### src/rtl/cf_pkg.sv
// Shared control-flow types and default widths for the control unit, datapath and PC unit.
package cf_pkg;

    localparam int unsigned CF_PC_W   = 16;
    localparam int unsigned CF_DATA_W = 16;
    localparam int unsigned CNT_W     = 3;

    typedef enum logic [1:0] {
        BR_NONE = 2'b00,
        BR_GE   = 2'b01,
        BR_LE   = 2'b10,
        BR_EQ   = 2'b11
    } br_code_e;

    typedef enum logic {
        RUN   = 1'b0,
        FLUSH = 1'b1
    } cf_state_e;

    typedef struct packed {
        logic z;
        logic n;
    } cf_flags_t;

endpackage

### src/rtl/branch_cond_eval.sv
// Combinational branch resolution from the registered compare flags; jump always wins.
module branch_cond_eval
    import cf_pkg::*;
(
    input  br_code_e branch,
    input  logic     jump,
    input  logic     flag_z,
    input  logic     flag_n,
    output logic     take
);

    always_comb begin
        take = 1'b0;
        case (branch)
            BR_GE:   take = !flag_n;
            BR_LE:   take = flag_n | flag_z;
            BR_EQ:   take = flag_z;
            default: take = 1'b0;
        endcase
        if (jump) begin
            take = 1'b1;
        end
    end

endmodule

### src/rtl/branch_pc_unit.sv
// Program counter owner: resolves jumps/branches against the compare flags and
// holds flush high for a fixed number of enabled cycles after every redirect.
module branch_pc_unit
    import cf_pkg::*;
#(
    parameter int unsigned PC_W         = CF_PC_W,
    parameter int unsigned DATA_W       = CF_DATA_W,
    parameter int unsigned RESET_PC     = 0,
    parameter int unsigned FLUSH_CYCLES = 2
) (
    input  logic              clk,
    input  logic              rst_n,
    input  logic              en,
    input  logic              instr_valid,
    input  logic              jump,
    input  logic [1:0]        branch,
    input  logic              cmp_valid,
    input  logic [DATA_W-1:0] alu_result,
    input  logic [PC_W-1:0]   offset,
    output logic [PC_W-1:0]   pc,
    output logic              flush,
    output logic              taken,
    output logic              flag_z,
    output logic              flag_n
);

    cf_state_e        state_q, state_d;
    logic [CNT_W-1:0] cnt_q, cnt_d;
    logic [PC_W-1:0]  pc_q, pc_d;
    logic             flush_q, flush_d;
    logic             taken_q, taken_d;
    cf_flags_t        flags_q, flags_d;
    logic             take_c;
    logic             accept_c;
    logic             redirect_c;

    branch_cond_eval u_cond (
        .branch (br_code_e'(branch)),
        .jump   (jump),
        .flag_z (flags_q.z),
        .flag_n (flags_q.n),
        .take   (take_c)
    );

    // Control inputs are only honoured on the right path of an advancing pipeline.
    assign accept_c   = en && instr_valid && (state_q == RUN);
    assign redirect_c = accept_c && take_c;

    always_ff @(posedge clk or negedge rst_n) begin
        if (!rst_n) begin
            state_q <= RUN;
            cnt_q   <= '0;
            pc_q    <= PC_W'(RESET_PC);
            flush_q <= 1'b0;
            taken_q <= 1'b0;
            flags_q <= '0;
        end else begin
            state_q <= state_d;
            cnt_q   <= cnt_d;
            pc_q    <= pc_d;
            flush_q <= flush_d;
            taken_q <= taken_d;
            flags_q <= flags_d;
        end
    end

    always_comb begin
        state_d = state_q;
        cnt_d   = cnt_q;
        if (en) begin
            case (state_q)
                RUN: begin
                    if (redirect_c) begin
                        state_d = FLUSH;
                        cnt_d   = CNT_W'(FLUSH_CYCLES - 1);
                    end
                end
                FLUSH: begin
                    if (cnt_q == '0) begin
                        state_d = RUN;
                    end else begin
                        cnt_d = cnt_q - CNT_W'(1);
                    end
                end
                default: state_d = RUN;
            endcase
        end
    end

    always_comb begin
        pc_d    = pc_q;
        flush_d = flush_q;
        taken_d = 1'b0;
        flags_d = flags_q;
        if (en) begin
            pc_d = pc_q + PC_W'(1);
            case (state_q)
                RUN: begin
                    flush_d = 1'b0;
                    if (redirect_c) begin
                        pc_d    = pc_q + offset;
                        taken_d = 1'b1;
                        flush_d = 1'b1;
                    end
                end
                FLUSH:   flush_d = (cnt_q != '0);
                default: flush_d = 1'b0;
            endcase
            // New flags land after this edge, so a same-cycle branch sees the old ones.
            if (accept_c && cmp_valid) begin
                flags_d.z = (alu_result == '0);
                flags_d.n = alu_result[DATA_W-1];
            end
        end
    end

    assign pc     = pc_q;
    assign flush  = flush_q;
    assign taken  = taken_q;
    assign flag_z = flags_q.z;
    assign flag_n = flags_q.n;

endmodule

### config.mk
export PLATFORM = sky130hd
export DESIGN_NAME = branch_pc_unit
export DESIGN_NICKNAME = d
export VERILOG_FILES = /design/src/rtl/cf_pkg.sv /design/src/rtl/branch_cond_eval.sv /design/src/rtl/branch_pc_unit.sv
export SDC_FILE = /design/constraint.sdc
export NUM_CORES = 1
export LEC_CHECK = 0
export BUFFER_PORTS_ARGS = -buffer_cell sky130_fd_sc_hd__buf_2
export CORE_MARGIN = 2
export CORE_UTILIZATION = 47
export DETAILED_ROUTE_END_ITERATION = 10
export GPL_ROUTABILITY_DRIVEN = 0
export PLACE_DENSITY = 0.76
export SYNTH_ARGS = -nofsm -noshare
export SYNTH_HDL_FRONTEND = slang
export SYNTH_HIERARCHICAL = 1
export SYNTH_SLANG_ARGS = --single-unit
### constraint.sdc
create_clock -name clk -period 2.3 [get_ports clk]
set_clock_uncertainty 0.15 [all_clocks]
set_input_delay 0.115 -clock clk [delete_from_list [all_inputs] [get_ports clk]]
set_output_delay 0.115 -clock clk [all_outputs]
set_load 0.02 [all_outputs]
==> results.yml <==
run_status:
  status: "complete, but fails checks"
  violations: "setup timing"
grt:
  grt.busiest_layer: "met2"
  grt_pass1_vias: 2265
  grt_overflow_total: 0
  gr-usage-met2_pct: 40.4
  grt_usage_pct: 23.8
  grt_pass1_wl_microns: 9720
  met3_usage_pct: 1.88
  met1_usage_pct: 31.9
  antenna_found_initial: 0
  grt_max_degree: 25
setup_path:
  worst-r2r-setup-slack_ns: -0.17
  reg2reg_depth: 9
  arrival_ns: 2.48
  critPathLaunchType: "register"
  path_delay_family: "simple AND/OR/NAND/NOR gates"
  r2r-end: "pc[15]"
  cp_num_buf_inv: 0
  crit_path_top_delay_cell: "or4_4"
  r2r_start: "flag_n"
  crit_path_max_incr_delay_ns: 0.51
  worstSetupPathType: "register to register"
  cp_max_fo: 3
  end_kind: "register"
  critPathRequiredTime_ns: 2.30
  path_cells: "nor2b_1, o21ai_1, nand2_1, nand3b_4, nand2_2, or4_4, and4b_1, a311o_1, or3_1"
floorplan:
  die_area_sq_um: 4930
  io_pins: 60
  row_count: 24
  die_h_microns: 70.2
  coreArea_sq_um: 4290
  initial_core_util_pct: 48.0
  chipWidth_microns: 70.2
power_and_ir_drop:
  seqPwrFrac_pct: 19.6
  ir_worst_vdd_v: 0.000718
  p_sw_share_pct: 46.6
  power_frac_clock_pct: 6.8
  switchingPower_mw: 1.84
  power_density_nw_per_um2: 1320
  leakage_nw: 1.44
  combPwrFrac_pct: 73.6
  intPower_mw: 2.10
synth:
  synth_top_family_by_area: "simple AND/OR/NAND/NOR gates"
  synth_seq_cells: 23
  syn_avg_cell_area_sq_um: 8.18
  synth_compound_area_share_pct: 24.6
  synth_cells: 252
  synth_area_sq_um: 2060
  synth_top_cell_area_share_pct: 27.9
  synthArstFlopShare_pct: 100
  yosysWarnings: 6
  synth_edf_count: 0
  synthSimpleGateAreaFrac_pct: 24.7
  synthMuxAreaShare_pct: 1.03
  yosysUniqueCellTypes: 55
  syn-num-nets: 311
  synth-xor-area-share_pct: 5.10
  synth_ff_type: "dfrtp_1"
  yosysTopAreaCell: "dfrtp_1"
  synth.top_cells.by_count: "31 x a21oi_1, 28 x nand2_1, 23 x dfrtp_1, 23 x o21ai_0, 18 x ha_1"
  yosysMostFrequentCell: "a21oi_1"
  ys_top_cells_by_area: "dfrtp_1 28%, ha_1 11%, a21oi_1 7.5%, o21ai_0 5.6%, nand2_1 5.1%"
  synthAdderAreaFrac_pct: 11.9
  yosysSeqAreaShare_pct: 27.9
sta:
  setup_viol: 3
  tns_ns: -0.224
  drv_slew: 0
  holdWs_ns: 0.0135
  slew_headroom_pct: 63.0
  max_freq_ghz: 0.405
  post-route-period-util_pct: 107
  rsz0062_at_grt: "yes"
  layout_setup_ws_ns: -0.172
  finalCriticalPeriod_ns: 2.47
  hold_viol: 0
  worst_slew_pin_slew_ns: 0.556
clocking:
  clock_latency_ns: 0.28
  clkSlewWorstSetupHoldPaths_ns: 0.08
  clockRootBuffer: "clkbuf_8"
  numCtsBuffers: 3
  ctsLongestPathBuffers: 2
  cts_sinks: 23
  cts_tree: "yes"
  h-tree-depth: 1
finish:
  utilization_pct: 69.8
  nFillCells: 346
  diodes: 0
  area_growth_pct: 45.4
  design_area_sq_um: 3000
  drive_gt1_share_pct: 42.9
  nets: 424
drt:
  routed_wl_microns: 6200
  drc: 0
  drt_iter0_drc: 97
  vias: 2368
  dr.pass1.iters: 4
  ant_nets: 0
  vias_per_cell: 5.69
  wire_per_inst_microns: 14.9
hold_path:
  worstHoldStart: "alu_result[14]"
  worstHoldEndpoint: "flag_z"
  hold_class: "input port to register"
  whs_path_depth: 4
place:
  placed_area_sq_um: 2740
  hpwl_microns: 4570
  port_buffers: 59
  post-place-ws_ns: -0.154
run:
  drv_cap: 0
power by group through the flow:
stage               clock, mW  sequential [mW]  combinational, mW
floorplan                   0            0.984               1.32
global placement            0            0.742               2.52
detailed placement          0            0.755               2.58
CTS                     0.269            0.760               2.69
global route            0.284            0.804               3.15
finish                  0.269            0.772               2.90
worst max path at each step:
stage	from	endpoint	slack, ns	cells past startpoint
global route	flag_n	pc[15]	-0.26	9
CTS	flag_n	pc[15]	-0.16	9
finish	flag_n	pc[15]	-0.17	9
global placement	flag_n	pc[15]	-0.12	9
detailed placement	flag_n	pc[15]	-0.15	9
floorplan	flag_n	pc[15]	-0.24	9
worst reg2reg max path: cells and delay by family, from the launching register on:
family | cells | cell delay (ns)
and+or+nand+nor | 7 | 1.40
AOI/OAI and AO/OA | 2 | 0.41
DFF | 1 | 0.40
placed cells by master (no fill, tap or decap), drive strengths merged, types with 5 or more instances in the layout:
master	instances
nor2	15
buf	112
nand3	14
xor2	5
dfrtp	23
a21o	5
a21oi	31
xnor2	7
o21ai	24
nand2	28
and3	6
inv	12
a211oi	5
ha	18
metal layers:
| layer | share of wire, % | wire length (microns) |
|---|---|---|
| met1 | 43 | 2650 |
| met2 | 52 | 3200 |
| met5 | 0 | 0 |
| met3 | 3.9 | 243 |
| met4 | 1.7 | 107 |
final cells by class:
class	instances	area, sq um	area share (%)
multi-input cells	211	1540	51.5
repair buffers	114	717	23.9
flip-flops and latches	23	581	19.4
well taps	52	65.1	2.17
inverters	12	45.0	1.50
clock buffers	3	41.3	1.38
clock inverters	1	5.00	0.167
flip-flops by register name, summed over array words and instances, names as in the netlist:
name,cells
pc,16
cnt_q,3
flag_n,1
flag_z,1
state_q,1
taken,1
logic make-up (layout without fill, tap and decap cells):
logic type	after synthesis	after routing
AO/OA/AOI/OAI	85	85
XOR/XNOR	12	12
adder cells (fa/ha/maj)	19	19
buffers and inverters	18	130
flip-flops	23	23
multiplexers	2	2
AND/OR/NAND/NOR	93	93
metrics by stage:
| stage | power, mW | std cells |
|---|---|---|
| finish | 3.94 | 416 |
| global route | 4.24 | 416 |
| detailed placement | 3.33 | 404 |
| global placement | 3.27 | 404 |
| floorplan | 2.31 | 252 |
| CTS | 3.72 | 413 |
timing repair:
item                                    4_1_cts  5_1_grt
hold buffers                                  2        0
buffers inserted                              3        4
gates resized for setup                      11       13
endpoints found under the setup margin        4        6
pin swaps                                     7        9
hold endpoints to repair                     24        0
Note: power is estimated with default switching activity, not from simulation.
